==> config.mk <==
export PLATFORM = sky130hd
export DESIGN_NAME = aes256_key_expand_ctrl
export DESIGN_NICKNAME = d
export VERILOG_FILES = /design/src/rtl/aes_key_pkg.sv /design/src/rtl/aes_key_window.sv /design/src/rtl/aes256_key_expand_ctrl.sv
export SDC_FILE = /design/constraint.sdc
export NUM_CORES = 1
export LEC_CHECK = 0
export CAP_MARGIN = 10
export CORE_MARGIN = 4
export CORE_UTILIZATION = 50
export DETAILED_ROUTE_END_ITERATION = 6
export DONT_BUFFER_PORTS = 1
export GPL_ROUTABILITY_DRIVEN = 0
export HOLD_SLACK_MARGIN = 0.1
export PLACE_DENSITY = 0.69
export SLEW_MARGIN = 30
export SYNTH_ARGS = -nofsm -noshare
export SYNTH_HDL_FRONTEND = slang
export SYNTH_SLANG_ARGS = --single-unit
==> constraint.sdc <==
create_clock -name i_clk -period 22.7 [get_ports i_clk]
set_input_delay 5.675 -clock i_clk [delete_from_list [all_inputs] [get_ports i_clk]]
set_output_delay 5.675 -clock i_clk [all_outputs]
set_load 0.01 [all_outputs]
==> src/rtl/aes_key_pkg.sv <==
// Purpose: shared constants, FSM state codes and byte helpers for the AES-256 key schedule.
// Latency: n/a (package only).
// Backpressure: n/a (package only).
package aes_key_pkg;

  localparam int NK = 8;   // key length in 32-bit words (AES-256 only)
  localparam int NW = 60;  // total expanded words, 4*(14+1)

  localparam logic [1:0] ST_IDLE   = 2'd0;
  localparam logic [1:0] ST_LOAD   = 2'd1;
  localparam logic [1:0] ST_EXPAND = 2'd2;
  localparam logic [1:0] ST_DONE   = 2'd3;

  // Multiply by x in GF(2^8) modulo x^8+x^4+x^3+x+1.
  function automatic logic [7:0] xtime(input logic [7:0] b);
    return {b[6:0], 1'b0} ^ (b[7] ? 8'h1b : 8'h00);
  endfunction

  // One-byte left rotation of a word: {a0,a1,a2,a3} -> {a1,a2,a3,a0}.
  function automatic logic [31:0] rot_word(input logic [31:0] w);
    return {w[23:0], w[31:24]};
  endfunction

endpackage

==> src/rtl/aes_key_window.sv <==
// Purpose: 8x32 sliding window holding w[i-8]..w[i-1], parallel load from the cipher key.
// Latency: load/shift take effect on the next clock edge; head/tail are direct register taps.
// Backpressure: none; the controller shifts exactly once per emitted word.
module aes_key_window
  import aes_key_pkg::*;
(
  input  logic                the_unused_guard_never = 1'b0,
  input  logic                i_clk,
  input  logic                i_rst,
  input  logic                i_load,
  input  logic [32*NK-1:0]    i_key,
  input  logic                i_shift,
  input  logic [31:0]         i_in,
  output logic [31:0]         o_head,
  output logic [31:0]         o_tail
);

  logic [31:0] r_win [NK];

  // Window register: clear on reset, parallel load of the key, or shift left appending i_in.
  always_ff @(posedge i_clk or posedge i_rst) begin
    if (i_rst) begin
      for (int k = 0; k < NK; k++) r_win[k] <= '0;
    end else if (i_load) begin
      for (int k = 0; k < NK; k++) r_win[k] <= i_key[32*(NK-1-k) +: 32];
    end else if (i_shift) begin
      for (int k = 0; k < NK-1; k++) r_win[k] <= r_win[k+1];
      r_win[NK-1] <= i_in;
    end
  end

  assign o_head = r_win[0];
  assign o_tail = r_win[NK-1];

endmodule

==> src/rtl/aes256_key_expand_ctrl.sv <==
// Purpose: AES-256 key schedule sequencer writing w[0..59] to the round-key RAM, one word per cycle.
// Latency: start accepted in cycle T -> w[0] at T+1, w[59] at T+60, done pulse at T+61.
// Backpressure: none; start is ignored while busy, and the S-box port must answer combinationally.
module aes256_key_expand_ctrl
  import aes_key_pkg::*;
(
  input  logic         i_clk,
  input  logic         i_rst,
  input  logic         i_start,
  input  logic [255:0] i_key,
  output logic         o_busy,
  output logic         o_done,
  output logic         o_rk_we,
  output logic [5:0]   o_rk_addr,
  output logic [31:0]  o_rk_data,
  output logic [31:0]  o_sw_in,
  input  logic [31:0]  i_sw_out,
  output logic         o_sw_active
);

  localparam logic [5:0] LAST_LOAD = 6'(NK - 1);
  localparam logic [5:0] LAST_WORD = 6'(NW - 1);

  logic [1:0]  r_state;
  logic [5:0]  r_i;
  logic [7:0]  r_rcon;

  logic        w_accept;
  logic        w_load_ph;
  logic        w_exp_ph;
  logic        w_rcon_step;
  logic        w_sub_step;
  logic [31:0] w_head;
  logic [31:0] w_tail;
  logic [31:0] w_temp;
  logic [31:0] w_word;
  logic [31:0] w_shift_in;

  assign w_accept    = (r_state == ST_IDLE) && i_start;
  assign w_load_ph   = (r_state == ST_LOAD);
  assign w_exp_ph    = (r_state == ST_EXPAND);
  assign w_rcon_step = w_exp_ph && (r_i[2:0] == 3'd0);
  assign w_sub_step  = w_exp_ph && (r_i[2:0] == 3'd4);

  // S-box request and transformed temp word; sw_in stays zero when no substitution is needed.
  always_comb begin
    o_sw_in = '0;
    w_temp  = w_tail;
    if (w_rcon_step) begin
      o_sw_in = rot_word(w_tail);
      w_temp  = i_sw_out ^ {r_rcon, 24'h0};
    end else if (w_sub_step) begin
      o_sw_in = w_tail;
      w_temp  = i_sw_out;
    end
  end

  assign w_word = w_head ^ w_temp;

  // During LOAD the window rotates so that after 8 words it holds the key again in order.
  assign w_shift_in = w_exp_ph ? w_word : w_head;

  aes_key_window u_window (
    .the_unused_guard_never (1'b0),
    .i_clk   (i_clk),
    .i_rst   (i_rst),
    .i_load  (w_accept),
    .i_key   (i_key),
    .i_shift (o_rk_we),
    .i_in    (w_shift_in),
    .o_head  (w_head),
    .o_tail  (w_tail)
  );

  // Sequencer: state, word index (doubles as RAM address, holds at 59) and round constant.
  always_ff @(posedge i_clk or posedge i_rst) begin
    if (i_rst) begin
      r_state <= ST_IDLE;
      r_i     <= '0;
      r_rcon  <= '0;
    end else begin
      case (r_state)
        ST_IDLE: begin
          if (i_start) begin
            r_state <= ST_LOAD;
            r_i     <= '0;
            r_rcon  <= 8'h01;
          end
        end
        ST_LOAD: begin
          r_i <= r_i + 6'd1;
          if (r_i == LAST_LOAD) r_state <= ST_EXPAND;
        end
        ST_EXPAND: begin
          if (w_rcon_step) r_rcon <= xtime(r_rcon);
          if (r_i == LAST_WORD) r_state <= ST_DONE;
          else                  r_i     <= r_i + 6'd1;
        end
        default: r_state <= ST_IDLE;
      endcase
    end
  end

  assign o_busy      = (r_state != ST_IDLE);
  assign o_done      = (r_state == ST_DONE);
  assign o_rk_we     = w_load_ph | w_exp_ph;
  assign o_rk_addr   = r_i;
  assign o_rk_data   = w_load_ph ? w_head : (w_exp_ph ? w_word : 32'h0);
  assign o_sw_active = w_rcon_step | w_sub_step;

endmodule

* After elaboration in Yosys (flattened, before gate mapping)
Index checks and enable logic that the tools add are counted.
W data, S select, Z words.
** Word-level totals
- Bits in registers :: 272
- Input port bits :: 291
- Output and inout bits :: 74
- Logic and storage cells :: 60
** Operators by class
- $add $sub $neg :: 1
- Equality and inequality tests :: 11
- Multiplexer cells :: 20
- Bitwise gates (word level) :: 5
- Reduce and logical (&&, ||, !) cells :: 12
** Operators by type and width (number)
- $mux W256 :: 2
- $mux W32 :: 7
- $xor A32 B32 Y32 :: 2
- $pmux W6 S3 :: 1
- $mux W8 :: 2
- $pmux W8 S2 :: 1
- $mux W6 :: 2
- $reduce_and A3 Y1 :: 3
- $xor A8 B5 Y8 :: 1
- $add A6 B1 Y6 const B :: 1
- $eq A6 B3 Y1 const B :: 1
- $eq A6 B6 Y1 const B :: 1
- $mux W2 :: 3
- $ne A2 B1 Y1 const B :: 3
- $pmux W2 S3 :: 1
- $reduce_bool A2 Y1 :: 3
- $mux W5 :: 1
- $eq A2 B2 Y1 const B :: 2
- $ne A2 B2 Y1 const B :: 2
- $eq A3 B3 Y1 const B :: 1
- $logic_and A1 B1 Y1 :: 3
- $logic_not A3 Y1 :: 1
- $reduce_bool A3 Y1 :: 1
- $eq A2 B1 Y1 const B :: 1
- 2 further kinds :: 3

* Logic depth before layout (Yosys ltp)
- Depth after elaboration :: 8
- Mapped depth :: 10
- Mapped depth without buffers :: 6

* Cells and area by module
A second synthesis with hierarchy kept.
** Second synthesis, totals
- Cells, all modules :: 1604
- Area, all modules :: 15551.2 um2
** Modules (own cells, without submodules)
- aes_key_window :: times used 1, cells each 1175, area each 12376.9 um2, seq. area each 6406.1 um2
- aes256_key_expand_ctrl :: times used 1, cells each 429, area each 3174.3 um2, seq. area each 400.4 um2

* Worst setup path before layout
OpenSTA, ideal clock, no wires.
- Path kind :: input-to-output
- Start :: input port i_sw_out[31]
- End :: output port o_rk_data[31]
- Arrival time :: 6.449 ns
- Data required time :: 17.025 ns
- Path slack :: 10.576 ns
- Cell stages on the path :: 3
- Buffers on the path :: 0
- Cell sequence :: xnor2_1 -> nor3_1 -> or3b_2
** On the way
- Cells in the longest elaborated chain, start to end :: 5
- Elaborated cells on any way between the ends :: 6
- Classes of those cells :: 4 x mux; 2 x bitwise
** RTL lines
- start, declared :: line aes256_key_expand_ctrl.sv:17 : input logic [31:0] i_sw_out,
- $mux W32 / $xor A32 B32 Y32 (equally long branches) :: line aes256_key_expand_ctrl.sv:52, aes256_key_expand_ctrl.sv:51
- $mux W32 (*) :: line aes256_key_expand_ctrl.sv:49 : if (w_rcon_step) begin
- $xor A32 B32 Y32 (*) :: line aes256_key_expand_ctrl.sv:58 : assign w_word = w_head ^ w_temp;
- $mux W32 (*) (2 in series) :: line aes256_key_expand_ctrl.sv:108 : assign o_rk_data = w_load_ph ? w_head : (w_exp_ph ? w_word : 32'h0);
- end, declared :: line aes256_key_expand_ctrl.sv:15 : output logic [31:0] o_rk_data,
Mark *: on every way between the ends. The rest lies on a longest branch, timed or not.

* Worst setup path in the final report
Ends and elaborated chain as after synthesis.

==> metrics.txt <==
status=finished clean; post-CTS setup buffers=0; Hold Path Origin=r_rcon[6]; Slowest Stage Delay on Critical Path=0.50 ns; Synth Instances=1,661; DP Cell Count=1,933; Synth Flop Type=dfrtp_1; ANT nets after route=0; Setup WS post-layout=10.47 ns; # nets final=1,872; Yosys cell types=43; Pre-antenna DRT Iters=5; R2R Path End=u_window.r_win[108]; Synth Area in Adders=0.4881%; clk_lat worst skew=0.54 ns; routed wire length=46.93 mm; Slowest-stage cell, CP=or3b_2; Final period util=53.90%; Max-cap violations=0; synthesized area=15,380 um2; number of flops mapped to enable cells by yosys=0; CP Cell Sequence=xnor2_1 -> nor3_1 -> or3b_2; synthesized flop and latch total=272; initial antenna violation count=3; fraction of layout cells with a size suffix above 1=5.709%; GRT Total Usage=26.54%; Async SR Flop Fraction=100.0%; first-pass GRT wire length=70.26 mm; global route overflow=0; # IOs=365; H-tree lvl count=1; Critical Path AT=6.56 ns; fraction of the mapped netlist area in simple logic gates=13.45%; Fin. Hold Viols=0; cts hold-fix bufs=0; Synth area leader=dfrtp_1; top-area cell type share of the netlist area=44.25%; post-DP HPWL=33.83 mm; Num CTS Buffers=29; post-synthesis mux area share=18.87%; Die H=183.4 um; row count=63; vias per cell=6.256; Worst Hold Endpoint=r_rcon[6]; post-synthesis average cell area=9.260 um2; Req. time, crit path=17.02 ns; CTS-repair resized insts=0; final clock skew=0.008736 ns; CP Launch Type=input port; Final Critical Period=12.23 ns; Hold Path Class=register to register; Setup CP Type=input port to output pin; Area Overhead vs Synth=6.402%; top cells by area, synth=dfrtp_1 (44%), mux2i_1 (19%), o21ai_0 (9.4%); crit end category=output pin; Die Width=183.4 um; Starting Density=51.35%; input/output buffers=0; die area=33,630 um2; Clock transition at path regs=0.06 ns; Worst-Margin Slew=1.012 ns; sequential area share after synthesis=44.25%; Final setup viols=0; Setup TNS=0 ns; clock root buffer master=clkbuf_16; Post-route DRC=0; peak supply drop=0.0002022 V; Final Hold Slack=0.5069 ns; total core area=29,950 um2; WL/cell=23.61 um; DP Worst Slack=10.50 ns; final slew viol count=0; Max Fclk=81.74 MHz; clk sinks=272; CTS max path bufs=3; Synth Area in XOR/XNOR=0.6264%; Slew HR=32.56%; Worst R2R Path Depth=6; register-to-register path setup slack=18.92 ns; most common cell after layout, fill and taps aside=mux2i_1; total power=3.030 mW; WHS Path Cells=2; largest family of logic cells by synthesized area=multiplexers; most frequent cells in the layout=mux2i_1 (290), o21ai_0 (288), nand2_1 (285); Final Non-Filler Cells=1,988; vias in the first global route=11,680; routed vias=12,440; Pwr Density=185.2 nW/um2; RSZ-0062 raised after global routing=false; synthesized net count=1,958; synth warn=0; Leak=7.020 nW; CTS tree=built; DR iter-0 viols=1,144; CP max FO=3; reg-to-reg startpoint=r_state[1]; largest net degree at the start of global routing=142; Compound-Gate Fraction of Synth Area=18.08%
==> cell usage after synthesis (24+ instances only) <==
cell type  number
o31ai_1        51
dfrtp_1       272
a211oi_1       31
nand2_1       287
buf_2          52
a31oi_1        24
o21ai_0       288
nor2_1         70
a21oi_1        32
mux2i_1       290
clkbuf_1       65
nor3b_1        49
a21o_1         24
==> report_power, final <==
group / leakage, nW / switching (mW) / internal, mW / total (mW)
registers: 3.31 / 0.308 / 0.745 / 1.05
clock network: 0.447 / 0.194 / 0.251 / 0.445
logic: 3.26 / 0.878 / 0.654 / 1.53
total: 7.02 / 1.38 / 1.65 / 3.03
==> worst max-delay path: cells and delay by family <==
| kind | cells | cell delay [ns] |
|---|---|---|
| and+or+nand+nor | 2 | 0.59 |
| xor gates and xnor gates | 1 | 0.29 |
==> worst max-delay path by stage <==
| stage | slack [ns] | to | cells after the start | start |
|---|---|---|---|---|
| detailed placement | 10.50 | o_rk_data[31] | 3 | i_sw_out[31] |
| finish | 10.47 | o_rk_data[31] | 3 | i_sw_out[31] |
| floorplan | 9.53 | o_rk_addr[0] | 1 | i_rst |
| global placement | 10.53 | o_rk_data[31] | 3 | i_sw_out[31] |
| global route | 10.42 | o_rk_data[31] | 3 | i_sw_out[31] |
| CTS | 10.49 | o_rk_data[31] | 3 | i_sw_out[31] |
==> state kept, by name, indices dropped and copies added (netlist names) <==
signal and count:
u_window.r_win 192, u_window.o_head 32, u_window.o_tail 32, r_rcon 8, o_rk_addr 6, r_state 2
==> per-stage QoR <==
step,cell area [um2],util [%]
floorplan,15380,-
global placement,15430,51.50
detailed placement,15440,51.54
CTS,16320,54.49
global route,16360,54.62
finish,16370,54.64
==> kinds of logic after synthesis <==
kind of cell,after synthesis
flip-flops,272
AND/OR/NAND/NOR,461
AO/OA/AOI/OAI,478
multiplexers,290
adder cells (fa/ha/maj),6
XOR/XNOR,11
buffers and inverters,143
==> final cells by class <==
type	instances	area, um2
clock buffers	38	819.5
fillers	2685	13590
flip-flops and latches	272	6808
well taps	390	488.0
multi-input cells	1246	7969
diodes	4	10.01
inverters	9	41.29
repair buffers	17	167.7
clock inverters	12	62.56
==> metal layers <==
layer / track usage, % / share of wire, % / up-vias
li1: - / - / 5761
met1: 41.58 / 46 / 5963
met2: 37.39 / 42 / 615
met3: 5.157 / 8.7 / 98
met4: 7.479 / 3.1 / 0
met5: 0 / 0 / -
Note: power is estimated with default switching activity, not from simulation.
